$ cat src/rtl/memlcd_pkg.sv
// Shared definitions for the memory-LCD frame sequencer: command byte
// values, state encoding and the frame size helper.
package memlcd_pkg;

    localparam logic [7:0] CMD_FRAME   = 8'h80;
    localparam logic [7:0] CMD_FILL    = 8'h40;
    localparam logic [7:0] CMD_CLEAR   = 8'h20;
    localparam logic [7:0] CMD_PATTERN = 8'h60;

    typedef logic [2:0] seq_state_t;

    localparam seq_state_t ST_IDLE     = 3'd0;
    localparam seq_state_t ST_STREAM   = 3'd1;
    localparam seq_state_t ST_FILL_ARG = 3'd2;
    localparam seq_state_t ST_FILL     = 3'd3;
    localparam seq_state_t ST_DISCARD  = 3'd4;
    localparam seq_state_t ST_PATTERN  = 3'd5;

    function automatic int frame_bytes(input int h_bytes, input int v_lines);
        return h_bytes * v_lines;
    endfunction

endpackage

$ cat src/rtl/memlcd_frame_sequencer_if.sv
// Bundle of the byte-receiver, FIFO-write and status signals of the
// frame sequencer. The slave side is the sequencer itself.
interface memlcd_frame_sequencer_if;

    logic [7:0] i_rx_data;
    logic       i_rx_dataValid;
    logic       i_spi_nss;
    logic       i_wfull;
    logic       i_wfull_almost;
    logic       i_clr_err;
    logic [7:0] o_wdata;
    logic       o_winc;
    logic       o_busy;
    logic       o_frame_done;
    logic       o_overflow;
    logic       o_short_frame;

    modport master (
        output i_rx_data, i_rx_dataValid, i_spi_nss, i_wfull, i_wfull_almost, i_clr_err,
        input  o_wdata, o_winc, o_busy, o_frame_done, o_overflow, o_short_frame
    );

    modport slave (
        input  i_rx_data, i_rx_dataValid, i_spi_nss, i_wfull, i_wfull_almost, i_clr_err,
        output o_wdata, o_winc, o_busy, o_frame_done, o_overflow, o_short_frame
    );

endinterface

$ cat src/rtl/sync_2ff.sv
// Two-flop synchroniser for a single asynchronous level (SPI chip select).
// Resets to 1 so an idle (deselected) bus is seen during and after reset.
module sync_2ff #(
    parameter logic RESET_VAL = 1'b1
) (
    input  logic i_clk,
    input  logic i_reset,
    input  logic i_d,
    output logic o_q
);

    logic meta;

    // Shift the raw level through two flops before anyone looks at it
    always_ff @(posedge i_clk or posedge i_reset) begin
        if (i_reset) begin
            meta <= RESET_VAL;
            o_q  <= RESET_VAL;
        end else begin
            meta <= i_d;
            o_q  <= meta;
        end
    end

endmodule

$ cat src/rtl/memlcd_frame_sequencer.sv
// Command-level sequencer between the SPI byte receiver and the afifo
// write port. The first byte of a packet selects streaming, solid fill,
// clear or discard; writes are throttled against FIFO full and each frame
// is counted so the LCD reader only ever sees whole frames.
// Optional build macro: MEMLCD_TEST_PATTERN_EN adds the 0x60 test-pattern
// command (write k carries k[7:0]); without it 0x60 is discarded.
module memlcd_frame_sequencer
    import memlcd_pkg::*;
#(
    parameter int H_BYTES = 64,
    parameter int V_LINES = 240
) (
    input  logic                    i_clk,
    input  logic                    i_reset,
    memlcd_frame_sequencer_if.slave bus
);

    localparam int FRAME_BYTES = frame_bytes(H_BYTES, V_LINES);
    localparam int CNT_W       = $clog2(FRAME_BYTES + 1);
    localparam logic [CNT_W-1:0] FRAME_CNT = CNT_W'(FRAME_BYTES);

    seq_state_t       state;
    logic [CNT_W-1:0] counter;
    logic [CNT_W-1:0] cnt_inc;
    logic             cnt_last;
    logic [7:0]       fill_value;
    logic             nss_s;
    logic             nss_prev;
    logic             nss_rise;
    logic             slot_free;

    sync_2ff #(.RESET_VAL(1'b1)) u_nss_sync (
        .i_clk   (i_clk),
        .i_reset (i_reset),
        .i_d     (bus.i_spi_nss),
        .o_q     (nss_s)
    );

    // A write in flight plus "one entry left" means the next slot is taken
    assign slot_free = !bus.i_wfull && !(bus.o_winc && bus.i_wfull_almost);
    assign nss_rise  = nss_s && !nss_prev;
    assign cnt_inc   = (counter == FRAME_CNT) ? counter : counter + 1'b1;
    assign cnt_last  = (cnt_inc == FRAME_CNT);
    assign bus.o_busy = (state != ST_IDLE);

    // Command decode, per-state write generation, frame counting and sticky flags
    always_ff @(posedge i_clk or posedge i_reset) begin
        if (i_reset) begin
            state             <= ST_IDLE;
            counter           <= '0;
            fill_value        <= 8'h00;
            nss_prev          <= 1'b1;
            bus.o_wdata       <= 8'h00;
            bus.o_winc        <= 1'b0;
            bus.o_frame_done  <= 1'b0;
            bus.o_overflow    <= 1'b0;
            bus.o_short_frame <= 1'b0;
        end else begin
            nss_prev         <= nss_s;
            bus.o_winc       <= 1'b0;
            bus.o_frame_done <= 1'b0;
            if (bus.i_clr_err) begin
                bus.o_overflow    <= 1'b0;
                bus.o_short_frame <= 1'b0;
            end
            case (state)
                ST_IDLE: begin
                    if (bus.i_rx_dataValid) begin
                        counter <= '0;
                        case (bus.i_rx_data)
                            CMD_FRAME: state <= ST_STREAM;
                            CMD_FILL:  state <= ST_FILL_ARG;
                            CMD_CLEAR: begin
                                fill_value <= 8'h00;
                                state      <= ST_FILL;
                            end
`ifdef MEMLCD_TEST_PATTERN_EN
                            CMD_PATTERN: state <= ST_PATTERN;
`endif
                            default:   state <= ST_DISCARD;
                        endcase
                    end
                end
                ST_STREAM: begin
                    if (bus.i_rx_dataValid) begin
                        counter <= cnt_inc;
                        if (slot_free) begin
                            bus.o_winc  <= 1'b1;
                            bus.o_wdata <= bus.i_rx_data;
                        end else begin
                            bus.o_overflow <= 1'b1;
                        end
                    end
                    if (bus.i_rx_dataValid && cnt_last) begin
                        bus.o_frame_done <= 1'b1;
                        state            <= ST_DISCARD;
                    end else if (nss_rise) begin
                        bus.o_short_frame <= 1'b1;
                        state             <= ST_IDLE;
                    end
                end
                ST_FILL_ARG: begin
                    if (bus.i_rx_dataValid) begin
                        fill_value <= bus.i_rx_data;
                        counter    <= '0;
                        state      <= ST_FILL;
                    end else if (nss_rise) begin
                        state <= ST_IDLE;
                    end
                end
                ST_FILL: begin
                    if (slot_free) begin
                        bus.o_winc  <= 1'b1;
                        bus.o_wdata <= fill_value;
                        counter     <= cnt_inc;
                        if (cnt_last) begin
                            bus.o_frame_done <= 1'b1;
                            state            <= ST_IDLE;
                        end
                    end
                end
`ifdef MEMLCD_TEST_PATTERN_EN
                ST_PATTERN: begin
                    if (slot_free) begin
                        bus.o_winc  <= 1'b1;
                        bus.o_wdata <= 8'(counter);
                        counter     <= cnt_inc;
                        if (cnt_last) begin
                            bus.o_frame_done <= 1'b1;
                            state            <= ST_IDLE;
                        end
                    end
                end
`endif
                ST_DISCARD: begin
                    if (nss_s) begin
                        state <= ST_IDLE;
                    end
                end
                default: state <= ST_IDLE;
            endcase
        end
    end

endmodule
$ cat src/flat_wrapper.sv
// flat-port wrapper written by rule: the top's interface ports become plain ports
module memlcd_frame_sequencer_flat import memlcd_pkg::*;
#(
    parameter int H_BYTES = 64,
    parameter int V_LINES = 240
)
  (i_clk, i_reset, bus_i_rx_data, bus_i_rx_dataValid, bus_i_spi_nss, bus_i_wfull, bus_i_wfull_almost, bus_i_clr_err, bus_o_wdata, bus_o_winc, bus_o_busy, bus_o_frame_done, bus_o_overflow, bus_o_short_frame);
  memlcd_frame_sequencer_if bus_i ();
  input  logic i_clk;
  input  logic i_reset;
  input wire logic [$bits(bus_i.i_rx_data)-1:0] bus_i_rx_data;
  input wire logic [$bits(bus_i.i_rx_dataValid)-1:0] bus_i_rx_dataValid;
  input wire logic [$bits(bus_i.i_spi_nss)-1:0] bus_i_spi_nss;
  input wire logic [$bits(bus_i.i_wfull)-1:0] bus_i_wfull;
  input wire logic [$bits(bus_i.i_wfull_almost)-1:0] bus_i_wfull_almost;
  input wire logic [$bits(bus_i.i_clr_err)-1:0] bus_i_clr_err;
  output wire logic [$bits(bus_i.o_wdata)-1:0] bus_o_wdata;
  output wire logic [$bits(bus_i.o_winc)-1:0] bus_o_winc;
  output wire logic [$bits(bus_i.o_busy)-1:0] bus_o_busy;
  output wire logic [$bits(bus_i.o_frame_done)-1:0] bus_o_frame_done;
  output wire logic [$bits(bus_i.o_overflow)-1:0] bus_o_overflow;
  output wire logic [$bits(bus_i.o_short_frame)-1:0] bus_o_short_frame;
  assign bus_i.i_rx_data = bus_i_rx_data;
  assign bus_i.i_rx_dataValid = bus_i_rx_dataValid;
  assign bus_i.i_spi_nss = bus_i_spi_nss;
  assign bus_i.i_wfull = bus_i_wfull;
  assign bus_i.i_wfull_almost = bus_i_wfull_almost;
  assign bus_i.i_clr_err = bus_i_clr_err;
  assign bus_o_wdata = bus_i.o_wdata;
  assign bus_o_winc = bus_i.o_winc;
  assign bus_o_busy = bus_i.o_busy;
  assign bus_o_frame_done = bus_i.o_frame_done;
  assign bus_o_overflow = bus_i.o_overflow;
  assign bus_o_short_frame = bus_i.o_short_frame;
  memlcd_frame_sequencer #(.H_BYTES(H_BYTES), .V_LINES(V_LINES)) u_core (.i_clk(i_clk), .i_reset(i_reset), .bus(bus_i));
endmodule
$ cat config.mk
export PLATFORM = sky130hd
export DESIGN_NAME = memlcd_frame_sequencer_flat
export DESIGN_NICKNAME = d
export VERILOG_FILES = /design/src/rtl/memlcd_pkg.sv /design/src/rtl/memlcd_frame_sequencer_if.sv /design/src/rtl/sync_2ff.sv /design/src/rtl/memlcd_frame_sequencer.sv /design/src/flat_wrapper.sv
export SDC_FILE = /design/constraint.sdc
export NUM_CORES = 1
export LEC_CHECK = 0
export BUFFER_PORTS_ARGS = -buffer_cell sky130_fd_sc_hd__clkbuf_2
export CAP_MARGIN = 25
export CORE_ASPECT_RATIO = 1.25
export CORE_MARGIN = 1.5
export CORE_UTILIZATION = 55
export CTS_CLUSTER_SIZE = 28
export DETAILED_ROUTE_END_ITERATION = 10
export PLACE_DENSITY_LB_ADDON = 0.15
export SYNTH_ARGS = -nofsm -noshare
export SYNTH_HDL_FRONTEND = slang
export SYNTH_HIERARCHICAL = 1
export SYNTH_SLANG_ARGS = --single-unit
$ cat constraint.sdc
create_clock -name i_clk -period 6.6 [get_ports i_clk]
set_input_delay 1.32 -clock i_clk [delete_from_list [all_inputs] [get_ports i_clk]]
set_output_delay 1.32 -clock i_clk [all_outputs]
set_load 0.05 [all_outputs]
Word level (Yosys, flattened, before mapping):

Index checks and enable logic that the tools add are counted.

* shift operators: 0
* div/mod/pow operators: 0
* bitwise gates (word level): 0
* reduce and logical (&&, ||, !) cells: 17
* add/sub/neg operators: 1
* equality and inequality tests: 18
* $lt $le $gt $ge: 0
* multiply operators: 0
* muxes and demuxes: 37

Operators with widths (count)
* 14-bit 2-to-1 mux: 4
* 8-bit 2-to-1 mux: 6
* 14-bit one-hot mux with 3 select lines: 1
* 8-bit one-hot mux with 2 select lines: 2
* 14-bit == test (second input constant): 2
* 3-bit 2-to-1 mux: 7
* 4-bit AND reduction: 4
* 3-bit one-hot mux with 5 select lines: 1
* 14-bit by 1-bit adder with 14-bit output (second input constant): 1
* 1-bit 2-to-1 mux: 13
* 2-bit inequality test (second input constant): 5
* 3-bit one-hot mux with 3 select lines: 1
* 8-bit by 6-bit == test with 1-bit output (second input constant): 1
* 8-bit by 7-bit == test with 1-bit output (second input constant): 1
* 8-bit == test (second input constant): 1
* 2-bit by 1-bit inequality test with 1-bit output (second input constant): 4
* 3-bit by 2-bit == test with 1-bit output (second input constant): 2
* 3-bit nonzero test: 2
* 1-bit logical AND: 4
* 1-bit one-hot mux with 2 select lines: 2
* 2-bit nonzero test: 2
* 3-bit by 1-bit == test with 1-bit output (second input constant): 1
* 3-bit == test (second input constant): 1
* 1-bit zero test: 3
* other kinds (2): 2

* ROM bits: 0
* memories: 0
* output and inout bits: 13
* latch bits: 0
* logic and storage cells: 84
* input port bits: 15
* memory bits (writable): 0
* flip-flop bits (word level): 40

Longest topological paths before layout:

Gate-level depths: netlist of the first run.

* depth after elaboration: 6
* gate-level depth with buffers: 8
* gate-level depth less buffers: 8

Hierarchy:

Netlist of the first run, hierarchy kept.

By module, submodules not included
* memlcd_frame_sequencer: cells an instance 241, sequential area each 952.2 µm², times used 1, area each 2217.1 µm²
* sync_2ff: cells an instance 3, sequential area each 52.6 µm², times used 1, area each 56.3 µm²

Worst setup path before layout of the first run:

No wires, ideal clock.

* path kind: in2reg
* from: in bus_i_wfull
* to: reg u_core.bus.o_wdata[7]
* required time: 6.523 ns
* cell stages on the path: 5
* slack: 4.029 ns
* arrival time: 2.494 ns
* path through: a21o_1 > nor3_1 > clkbuf_1 > nor2_1 > a21oi_1

* longest elaborated chain between the ends: 4
* elaborated cells on any way between the ends: 5
* classes of those cells: 2 x eq/ne; 3 x reduce/logical

RTL lines
* start, declared: line flat_wrapper.sv:14 `input wire logic [$bits(bus_i.i_wfull)-1:0] bus_i_wfull;`
* 1-bit zero test (*): line memlcd_frame_sequencer.sv:40 `assign slot_free = !bus.i_wfull && !(bus.o_winc && bus.i_wfull_almost);`
* 1-bit logical AND (*): line memlcd_frame_sequencer.sv:40
* 2-bit by 1-bit inequality test with 1-bit output (no source line)
* 4-bit AND reduction (no source line) (*)
* end signal, assigned: line memlcd_frame_sequencer.sv:89 `bus.o_wdata <= bus.i_rx_data;`
* end signal, assigned: line memlcd_frame_sequencer.sv:114 `bus.o_wdata <= fill_value;`
* end, declared: line memlcd_frame_sequencer_if.sv:25 `output o_wdata, o_winc, o_busy, o_frame_done, o_overflow, o_short_frame`

Mark *: on every way between the ends. The rest lies on a longest branch, timed or not.
A chain may end at the register's enable or synchronous reset.

Final worst setup path of the first run:

* from: reg u_core.state[0]
* to: out bus_o_busy

* longest elaborated chain between the ends: 1

RTL lines
* start, declared: line memlcd_frame_sequencer.sv:22 `seq_state_t state;`
* start signal, assigned: line memlcd_frame_sequencer.sv:49 `state <= ST_IDLE;`
* start signal, assigned: line memlcd_frame_sequencer.sv:71 `CMD_FRAME: state <= ST_STREAM;`
* start signal, assigned: line memlcd_frame_sequencer.sv:72 `CMD_FILL: state <= ST_FILL_ARG;`
* 3-bit nonzero test: line memlcd_frame_sequencer.sv:44 `assign bus.o_busy = (state != ST_IDLE);`
* end, declared: line flat_wrapper.sv:19 `output wire logic [$bits(bus_i.o_busy)-1:0] bus_o_busy;`

No other way between the ends.

==> results of run 1 <==
==> flip-flops by register name (all words and copies together), names as in the netlist <==
name                      cells
u_core/counter               14
u_core/state                  3
u_core/bus.o_frame_done       1
u_core/bus.o_wdata            8
u_core/nss_prev               1
u_core/u_nss_sync/meta        1
u_core/u_nss_sync/o_q         1
u_core/bus.o_short_frame      1
u_core/bus.o_winc             1
u_core/bus.o_overflow         1
u_core/fill_value             8
==> worst max-delay path by stage <==
stage | cells past startpoint | start | slack [ns] | to
floorplan | 5 | bus_i_wfull | 4.03 | u_core/bus.o_wdata[7]
global placement | 7 | bus_i_wfull_almost | 3.80 | u_core/counter[2]
detailed placement | 7 | bus_i_wfull | 3.74 | u_core/counter[2]
CTS | 2 | u_core/state[0] | 3.85 | bus_o_busy
global route | 2 | u_core/state[0] | 3.81 | bus_o_busy
finish | 2 | u_core/state[0] | 3.84 | bus_o_busy
==> per-layer routing <==
metal	up-vias	global-route usage	routed length, um
met5	-	0	0
met4	0	0.0894	99
met3	9	0.0447	159
met2	45	0.395	2440
met1	910	0.314	2090
li1	914	-	-
==> layout by cell type (no fill, tap or decap), types with 3 or more instances in the layout <==
cell type   n
nand2_1    12
or2b_1      3
dfrtp_1    37
o31ai_1     9
a31oi_1     4
o21ai_0    19
nand2b_1    3
clkbuf_8    6
nor3_1      8
nor2_1     24
dfstp_2     3
nand3_1     9
and3_1      4
or2_2       4
a22o_1      8
clkbuf_2   27
a21oi_1    17
mux2i_1    11
xnor2_1     4
inv_1       9
==> where the power goes <==
group | internal (uW) | switching (uW) | total (uW) | leakage, uW
registers | 276 | 25.9 | 302 | 0.000523
logic | 49.9 | 116 | 166 | 0.000575
clock network | 84.9 | 82.9 | 168 | 0.0000445
total | 411 | 225 | 636 | 0.00114
==> cell families after synthesis <==
kind of cell    after synthesis  share of synthesized area
simple gates                 86                      0.210
buf+inv                      28                     0.0594
flops                        40                      0.442
compound gates               71                      0.206
mux                          11                     0.0484
xor+xnor                      6                     0.0231
fa+ha+maj                     2                     0.0110
==> final cells by class <==
class	count	area, um2	area share
repair buffers	29	150	0.0605
inverters	9	33.8	0.0136
multi-input cells	176	1130	0.456
clock buffers	7	86.3	0.0348
well taps	54	67.6	0.0272
flip-flops and latches	40	1000	0.405
clock inverters	1	7.51	0.00302
==> critical path: cells and delay by family, from the launching register on <==
kind	cells	cell delay (ns)
AND/OR/NAND/NOR	1	0.43
buffers and inverters	1	0.25
flip-flops	1	0.47
==> metrics by stage <==
stage | utilization | total power [uW] | hold WS (ns) | cell area (um2)
floorplan | - | 433 | 0.345 | 2270
global placement | 0.616 | 469 | 0.349 | 2390
detailed placement | 0.616 | 473 | 0.356 | 2390
CTS | 0.640 | 642 | 0.367 | 2480
global route | 0.640 | 670 | 0.367 | 2480
finish | 0.640 | 636 | 0.365 | 2480
==> impl_metrics.py, run 1 <==
metrics = {
    "floorplan": {
        "coreArea_um2": 3880,
        "row_count": 25,
        "initial_core_util": 0.586,
        "die_h_um": 74.9,
        "die_area_um2": 4530,
        "io_pins": 28,
        "fp.dieW_um": 60.5,
    },
    "global_route": {
        "grt_start_max_net_pins": 39,
        "grt_pass1_vias": 1749,
        "antenna_found_initial": 0,
        "grt-ovfl-total": 0,
        "track_usage": 0.239,
        "grt_pass1_wl_um": 8130,
    },
    "clock_network": {
        "post-cts-setup-buffer-count": 0,
        "postCtsResizedCells": 0,
        "cts-hold-fix-buffers": 0,
        "clock_latency_ns": 0.29,
        "cts_tree": "yes",
        "clock_sinks": 40,
        "cts.path.max_buffers": 2,
        "htreeDepth": 2,
        "cts_made_buffers": 5,
        "clk_pin_slew_ns": 0.08,
        "cts_root_buffer": "clkbuf_8",
    },
    "status": {
        "status": "finished clean",
    },
    "synth": {
        "synthArstFlopShare": 1.00,
        "synth.area.top_cells": "dfrtp_1 (41%), mux2i_1 (4.8%), o21ai_0 (4.2%), nor2_1 (4.0%), a21oi_1 (3.7%)",
        "avgSynthCellArea_um2": 9.32,
        "synthFlopType": "dfrtp_1",
        "yosys_register_bits": 40,
        "synthCells": 244,
        "synth_top_area_cell": "dfrtp_1",
        "synth-seq-area-share": 0.442,
        "synth_edf_count": 0,
        "ys.warnings.count": 6,
        "synth.distinct_cells": 50,
        "synth_common_cells": "dfrtp_1 (37), nor2_1 (24), o21ai_0 (19)",
        "synth_top_area_share": 0.407,
        "synth_nets": 261,
        "synth_most_common_cell": "dfrtp_1",
        "synth.cell_area_um2": 2270,
    },
    "worst_setup_path": {
        "rrSetupSlack_ns": 4.05,
        "crit_path_top_delay_cell": "dfrtp_1",
        "rr_startpoint": "u_core/counter[5]",
        "path_class": "reg -> out",
        "worstSetupEndpointType": "primary output",
        "cp_max_fo": 8,
        "crit_arrival_ns": 1.44,
        "max_stage_delay_ns": 0.47,
        "crit_required_ns": 5.28,
        "ff2ff_path_depth": 6,
        "r2r_end": "u_core/state[0]",
        "path_cells": "or3_1, clkbuf_2",
        "cp-start-kind": "flip-flop",
    },
    "min_path": {
        "min_path_cells": 0,
        "hp-start": "u_core/u_nss_sync/meta",
        "min_path_type": "reg -> reg",
        "min_to": "u_core/u_nss_sync/o_q",
    },
    "final_layout": {
        "fillers": 355,
        "antenna_cells": 0,
        "drive_gt1_frac": 0.198,
        "syn_to_final_growth_pct": 9.25,
        "nets": 278,
        "instances_no_fill": 316,
    },
    "place": {
        "place_inst": 308,
        "io_buffers": 27,
        "place_congestion": 0.832,
        "place_hpwl_um": 3360,
        "place_ws_ns": 3.74,
    },
    "sta": {
        "maxSlewHeadroom": 0.324,
        "hold_viol_final": 0,
        "max_freq_ghz": 0.362,
        "grt_setup_unrepaired": "no",
        "finalSetupTns_ns": 0,
        "period_share": 0.418,
        "period_needed_ns": 2.76,
        "skew_ns": 0.00604,
        "maxSlewViolCount": 0,
        "layout_setup_ws_ns": 3.84,
        "tightestPinTransition_ns": 1.01,
        "finalSetupViolCount": 0,
    },
    "power": {
        "leakagePower_uw": 0.00114,
        "power_density_nw_per_um2": 256,
        "ir_drop_mv": 0.204,
    },
    "route": {
        "post_drt_wl_per_cell_um": 15.2,
        "drcViolationCount": 0,
        "via_count": 1878,
        "vias_per_cell": 5.94,
        "ant_nets": 0,
        "drt_iter0_drc": 118,
        "drt_wl_total_um": 4790,
        "firstDrtPassIters": 4,
    },
    "flow_run": {
        "drv_cap": 0,
    },
}
Note: power is estimated with default switching activity, not from simulation.
==> inputs of run 2 (changes only) <==
==> constraint.sdc (replaced) <==
create_clock -name i_clk -period 2.8 [get_ports i_clk]
set_input_delay 0.56 -clock i_clk [delete_from_list [all_inputs] [get_ports i_clk]]
set_output_delay 0.56 -clock i_clk [all_outputs]
set_load 0.05 [all_outputs]
==> run 2 against run 1 <==
Compared with the run above:
- core utilization up 0.16 points
- wire length up 0.71%
- worst setup slack got worse by 3.5 ns
- first-iteration DRC count fell by 5.9%
- count of clock-buffer cells in the layout down 1
- register-to-register slack got worse by 3.7 ns
- total power up 140%
- highest routed layer unchanged
==> impl_metrics.py, run 2 (synthesized netlist as in run 1, its figures left out) <==
metrics = {
    "worst_setup_path": {
        "path_class": "reg -> reg",
        "crit_required_ns": 2.96,
        "max_stage_delay_ns": 0.60,
        "rrSetupSlack_ns": 0.32,
        "crit_arrival_ns": 2.64,
        "cp_max_fo": 11,
        "cp-start-kind": "flip-flop",
        "crit_path_top_delay_cell": "or4b_4",
        "path_cells": "or4b_4, nor4_4, mux2i_1, nand4_2, o31ai_2, o221ai_1",
        "worstSetupEndpointType": "flip-flop",
    },
    "route": {
        "drcViolationCount": 0,
        "drt_iter0_drc": 111,
        "via_count": 1865,
        "firstDrtPassIters": 4,
        "vias_per_cell": 5.88,
        "drt_wl_total_um": 4820,
        "post_drt_wl_per_cell_um": 15.2,
        "ant_nets": 0,
    },
    "sta": {
        "max_freq_ghz": 0.403,
        "finalSetupViolCount": 0,
        "period_needed_ns": 2.48,
        "grt_setup_unrepaired": "no",
        "finalSetupTns_ns": 0,
        "skew_ns": 0.00961,
        "maxSlewHeadroom": 0.508,
        "tightestPinTransition_ns": 0.735,
        "hold_viol_final": 0,
        "period_share": 0.886,
        "whs_ns": 0.271,
        "maxSlewViolCount": 0,
    },
    "clock_network": {
        "cts_root_buffer": "clkbuf_8",
        "clock_sinks": 40,
        "cts_made_buffers": 5,
        "clk_pin_slew_ns": 0.08,
        "clock_latency_ns": 0.30,
        "postCtsResizedCells": 0,
        "cts.path.max_buffers": 2,
        "post-cts-setup-buffer-count": 0,
        "htreeDepth": 2,
        "cts-hold-fix-buffers": 0,
        "cts_tree": "yes",
    },
    "global_route": {
        "antenna_found_initial": 0,
        "grt_pass1_wl_um": 7960,
        "grt_pass1_vias": 1832,
        "grt_start_max_net_pins": 39,
        "track_usage": 0.234,
        "grt-ovfl-total": 0,
    },
    "place": {
        "place_hpwl_um": 3400,
        "io_buffers": 27,
        "place_congestion": 0.898,
    },
    "min_path": {
        "min_path_type": "in -> async",
    },
    "final_layout": {
        "final_cell_mix": "dfrtp_1 (37), clkbuf_2 (27), nor2_1 (24)",
        "reg_top3": "u_core/counter (14), u_core/bus.o_wdata (8), u_core/fill_value (8)",
        "drive_gt1_frac": 0.205,
        "top_register": "u_core/counter",
        "syn_to_final_growth_pct": 9.52,
        "antenna_cells": 0,
        "layout_commonest_cell": "dfrtp_1",
        "nets": 279,
        "largest_reg_flops": 14,
    },
    "power": {
        "ir_drop_mv": 0.488,
        "leakagePower_uw": 0.00115,
        "power_density_nw_per_um2": 608,
    },
    "floorplan": {
        "die_area_um2": 4530,
        "coreArea_um2": 3880,
        "initial_core_util": 0.586,
        "fp.dieW_um": 60.5,
        "io_pins": 28,
        "row_count": 25,
        "die_h_um": 74.9,
    },
    "status": {
        "status": "finished clean",
    },
    "flow_run": {
        "drv_cap": 0,
    },
}
## run 2: cell count changes in the layout (fill, tap and decap cells not counted), sizes merged
| cell | previous run | this run |
|---|---|---|
| buf | 2 | 3 |
| clkbuf | 34 | 33 |
| clkinvlp | 1 | 0 |
| clkinv | 0 | 2 |
## run 2: final timing paths
path / from / endpoint / cells past startpoint
worst max-delay path: u_core/counter[5] / u_core/state[0] / 6
worst min-delay path: i_reset / u_core/u_nss_sync/o_q / 2
worst max register to register: u_core/counter[5] / u_core/state[0] / 6
worst min register to register: u_core/u_nss_sync/meta / u_core/u_nss_sync/o_q / 0
max in group asynchronous: i_reset / u_core/nss_prev / 3
min in group i_clk: bus_i_spi_nss / u_core/u_nss_sync/meta / 1
## run 2: metrics by stage
step	util	area [um2]	setup WS [ns]	std cells	total power, uW
floorplan	-	2270	0.555	244	1020
global placement	0.618	2400	0.404	309	1110
detailed placement	0.618	2400	0.344	309	1120
CTS	0.642	2490	0.334	317	1530
global route	0.642	2490	0.157	317	1580
finish	0.642	2490	0.318	317	1510
## run 2: layout make-up
type | count | area, um2
Fill cell | 359 | 1390
Multi-Input combinational cell | 176 | 1130
Sequential cell | 40 | 1000
Timing Repair Buffer | 30 | 158
Clock buffer | 6 | 82.6
Tap cell | 54 | 67.6
Inverter | 9 | 33.8
Clock inverter | 2 | 10.0
## run 2: power by group
part / internal, uW / leakage, uW / switching [uW]
combinational: 120 / 0.000580 / 278
sequential: 651 / 0.000523 / 62.5
clock: 197 / 0.0000510 / 205
## run 2: worst max-delay path: cells and delay by family (launching register included)
kind,cells,cell delay (ns)
compound gates,2,0.46
flops,1,0.49
mux,1,0.26
simple gates,3,1.13
## run 2: metal layers
| metal | routed length (um) | part of all wire | vias to the layer above | global-route usage |
|---|---|---|---|---|
| met3 | 143 | 0.030 | 15 | 0.0430 |
| li1 | - | - | 922 | - |
| met2 | 2390 | 0.50 | 38 | 0.390 |
| met4 | 126 | 0.026 | 0 | 0.118 |
| met5 | 0 | 0 | - | 0 |
| met1 | 2160 | 0.45 | 890 | 0.288 |
==> inputs of run 3 (changes only) <==
--- a/config.mk
+++ b/config.mk
@@ -6,13 +6,13 @@
 export NUM_CORES = 1
 export LEC_CHECK = 0
 export BUFFER_PORTS_ARGS = -buffer_cell sky130_fd_sc_hd__clkbuf_2
-export CAP_MARGIN = 25
 export CORE_ASPECT_RATIO = 1.25
 export CORE_MARGIN = 1.5
 export CORE_UTILIZATION = 55
 export CTS_CLUSTER_SIZE = 28
 export DETAILED_ROUTE_END_ITERATION = 10
 export PLACE_DENSITY_LB_ADDON = 0.15
+export REMOVE_ABC_BUFFERS = 1
 export SYNTH_ARGS = -nofsm -noshare
 export SYNTH_HDL_FRONTEND = slang
 export SYNTH_HIERARCHICAL = 1
==> run 3 against run 2 <==
Compared with the run above:
- die area unchanged
- hold slack got worse by 0.0067 ns
- critical path depth unchanged
- clock skew decreased by 0.0031 ns
- non-clock buffer count unchanged
- clock power increased by 28%
- combinational power about the same
- worst setup slack got worse by 0.074 ns
- global-route usage increased by 0.58 points
- via count decreased by 1.6%
- core utilization increased by 0.87 points
- critical endpoint unchanged
- highest routed layer unchanged
==> impl_metrics.py, run 3 (synthesized netlist as in run 1, its figures left out) <==
metrics = {
    "status": {
        "status": "finished clean",
    },
    "final_layout": {
        "layout_commonest_cell": "dfrtp_1",
        "nets": 279,
        "register_area_um2": 1000,
        "reg_top3": "u_core/counter (14), u_core/bus.o_wdata (8), u_core/fill_value (8)",
        "utilization": 0.651,
        "multiInputGateArea_um2": 1130,
        "antenna_cells": 0,
        "drive_gt1_frac": 0.205,
        "top_register": "u_core/counter",
        "syn_to_final_growth_pct": 11.0,
        "fillers": 354,
        "final_cell_mix": "dfrtp_1 (37), clkbuf_2 (27), nor2_1 (24)",
        "design_area_um2": 2520,
        "largest_reg_flops": 14,
    },
    "power": {
        "internal_power_uw": 1090,
        "switching_share": 0.331,
        "leakagePower_uw": 0.00117,
        "p_total_uw": 1620,
        "ir_drop_mv": 0.513,
        "power_frac_comb": 0.244,
        "clkPwrFrac": 0.318,
        "seqPwrFrac": 0.438,
        "p_sw_uw": 538,
        "power_density_nw_per_um2": 643,
    },
    "floorplan": {
        "initial_core_util": 0.586,
        "fp.dieW_um": 60.5,
        "row_count": 25,
        "die_area_um2": 4530,
        "io_pins": 28,
        "die_h_um": 74.9,
        "coreArea_um2": 3880,
    },
    "clock_network": {
        "postCtsResizedCells": 0,
        "clock_latency_ns": 0.29,
        "cts-hold-fix-buffers": 0,
        "clock_sinks": 40,
        "cts_root_buffer": "clkbuf_8",
        "htreeDepth": 2,
        "cts_tree": "yes",
        "post-cts-setup-buffer-count": 0,
        "clk_pin_slew_ns": 0.08,
        "cts.path.max_buffers": 2,
        "cts_made_buffers": 5,
    },
    "sta": {
        "hold_viol_final": 0,
        "maxSlewViolCount": 0,
        "whs_ns": 0.264,
        "maxSlewHeadroom": 0.494,
        "period_needed_ns": 2.56,
        "grt_setup_unrepaired": "no",
        "max_freq_ghz": 0.391,
        "tightestPinTransition_ns": 0.756,
        "period_share": 0.913,
        "finalSetupTns_ns": 0,
        "finalSetupViolCount": 0,
        "skew_ns": 0.00647,
    },
    "global_route": {
        "grt_pass1_vias": 1714,
        "grt_pass1_wl_um": 8030,
        "grt_start_max_net_pins": 39,
        "antenna_found_initial": 0,
        "track_usage": 0.239,
        "grt-ovfl-total": 0,
    },
    "worst_setup_path": {
        "ff2ff_path_depth": 6,
        "crit_arrival_ns": 2.72,
        "rrSetupSlack_ns": 0.24,
        "cp_max_fo": 11,
        "crit_required_ns": 2.97,
        "cp-start-kind": "flip-flop",
        "r2r_end": "u_core/state[0]",
        "path_class": "reg -> reg",
        "worstSetupEndpointType": "flip-flop",
        "rr_startpoint": "u_core/counter[5]",
    },
    "route": {
        "firstDrtPassIters": 4,
        "drt_wl_total_um": 4840,
        "post_drt_wl_per_cell_um": 15.3,
        "vias_per_cell": 5.79,
        "via_count": 1835,
        "drt_iter0_drc": 111,
        "ant_nets": 0,
        "drcViolationCount": 0,
    },
    "flow_run": {
        "drv_cap": 0,
    },
    "min_path": {
        "min_path_type": "in -> async",
    },
    "place": {
        "place_hpwl_um": 3310,
        "placed_cell_area_um2": 2400,
        "place_congestion": 0.910,
        "io_buffers": 27,
    },
}
==> run 3: layout make-up <==
class,count,area share
timing repair buffer,30,0.0625
inverter,9,0.0134
tap,54,0.0268
multi-input combinational,176,0.449
sequential,40,0.398
clock buffer,7,0.0382
clock inverter,1,0.0119
==> run 3: how the worst max path moves through the flow <==
stage,slack [ns],cells after the start,end,startpoint
after CTS,0.29,6,u_core/state[0],u_core/counter[5]
after global routing,0.12,6,u_core/state[0],u_core/counter[5]
after global placement,0.40,6,u_core/state[0],u_core/counter[5]
final,0.24,6,u_core/state[0],u_core/counter[5]
after floorplan,0.52,6,u_core/state[0],u_core/counter[5]
after detailed placement,0.29,6,u_core/state[0],u_core/counter[5]
==> run 3: critical path, cell delays in order (launching register included) <==
cell and delay (ns):
dfrtp_1 0.49, or4b_4 0.60, nor4_4 0.41, mux2i_1 0.27
nand4_2 0.17, o31ai_2 0.34, o221ai_1 0.15
==> run 3: per-layer routing <==
metal | GRT usage | vias up | share of wire | wire length, um
li1 | - | 923 | - | -
met5 | 0 | - | 0 | 0
met4 | 0.116 | 0 | 0.022 | 107
met1 | 0.310 | 880 | 0.46 | 2240
met2 | 0.391 | 24 | 0.49 | 2380
met3 | 0.0361 | 8 | 0.024 | 114
==> run 3: per-stage QoR <==
step           cells  worst slack (ns)
3_3_place_gp     309             0.399
2_1_floorplan    225             0.525
4_1_cts          317             0.292
5_1_grt          317             0.115
3_5_place_dp     309             0.288
6_report         317             0.244
==> run 3: power by group through the flow <==
stage               logic [uW]  registers, uW  clock network (uW)
finish                     396            712                 516
global route               429            721                 543
CTS                        399            711                 528
detailed placement         399            720                   0
global placement           393            717                   0
floorplan                  166            843                   0
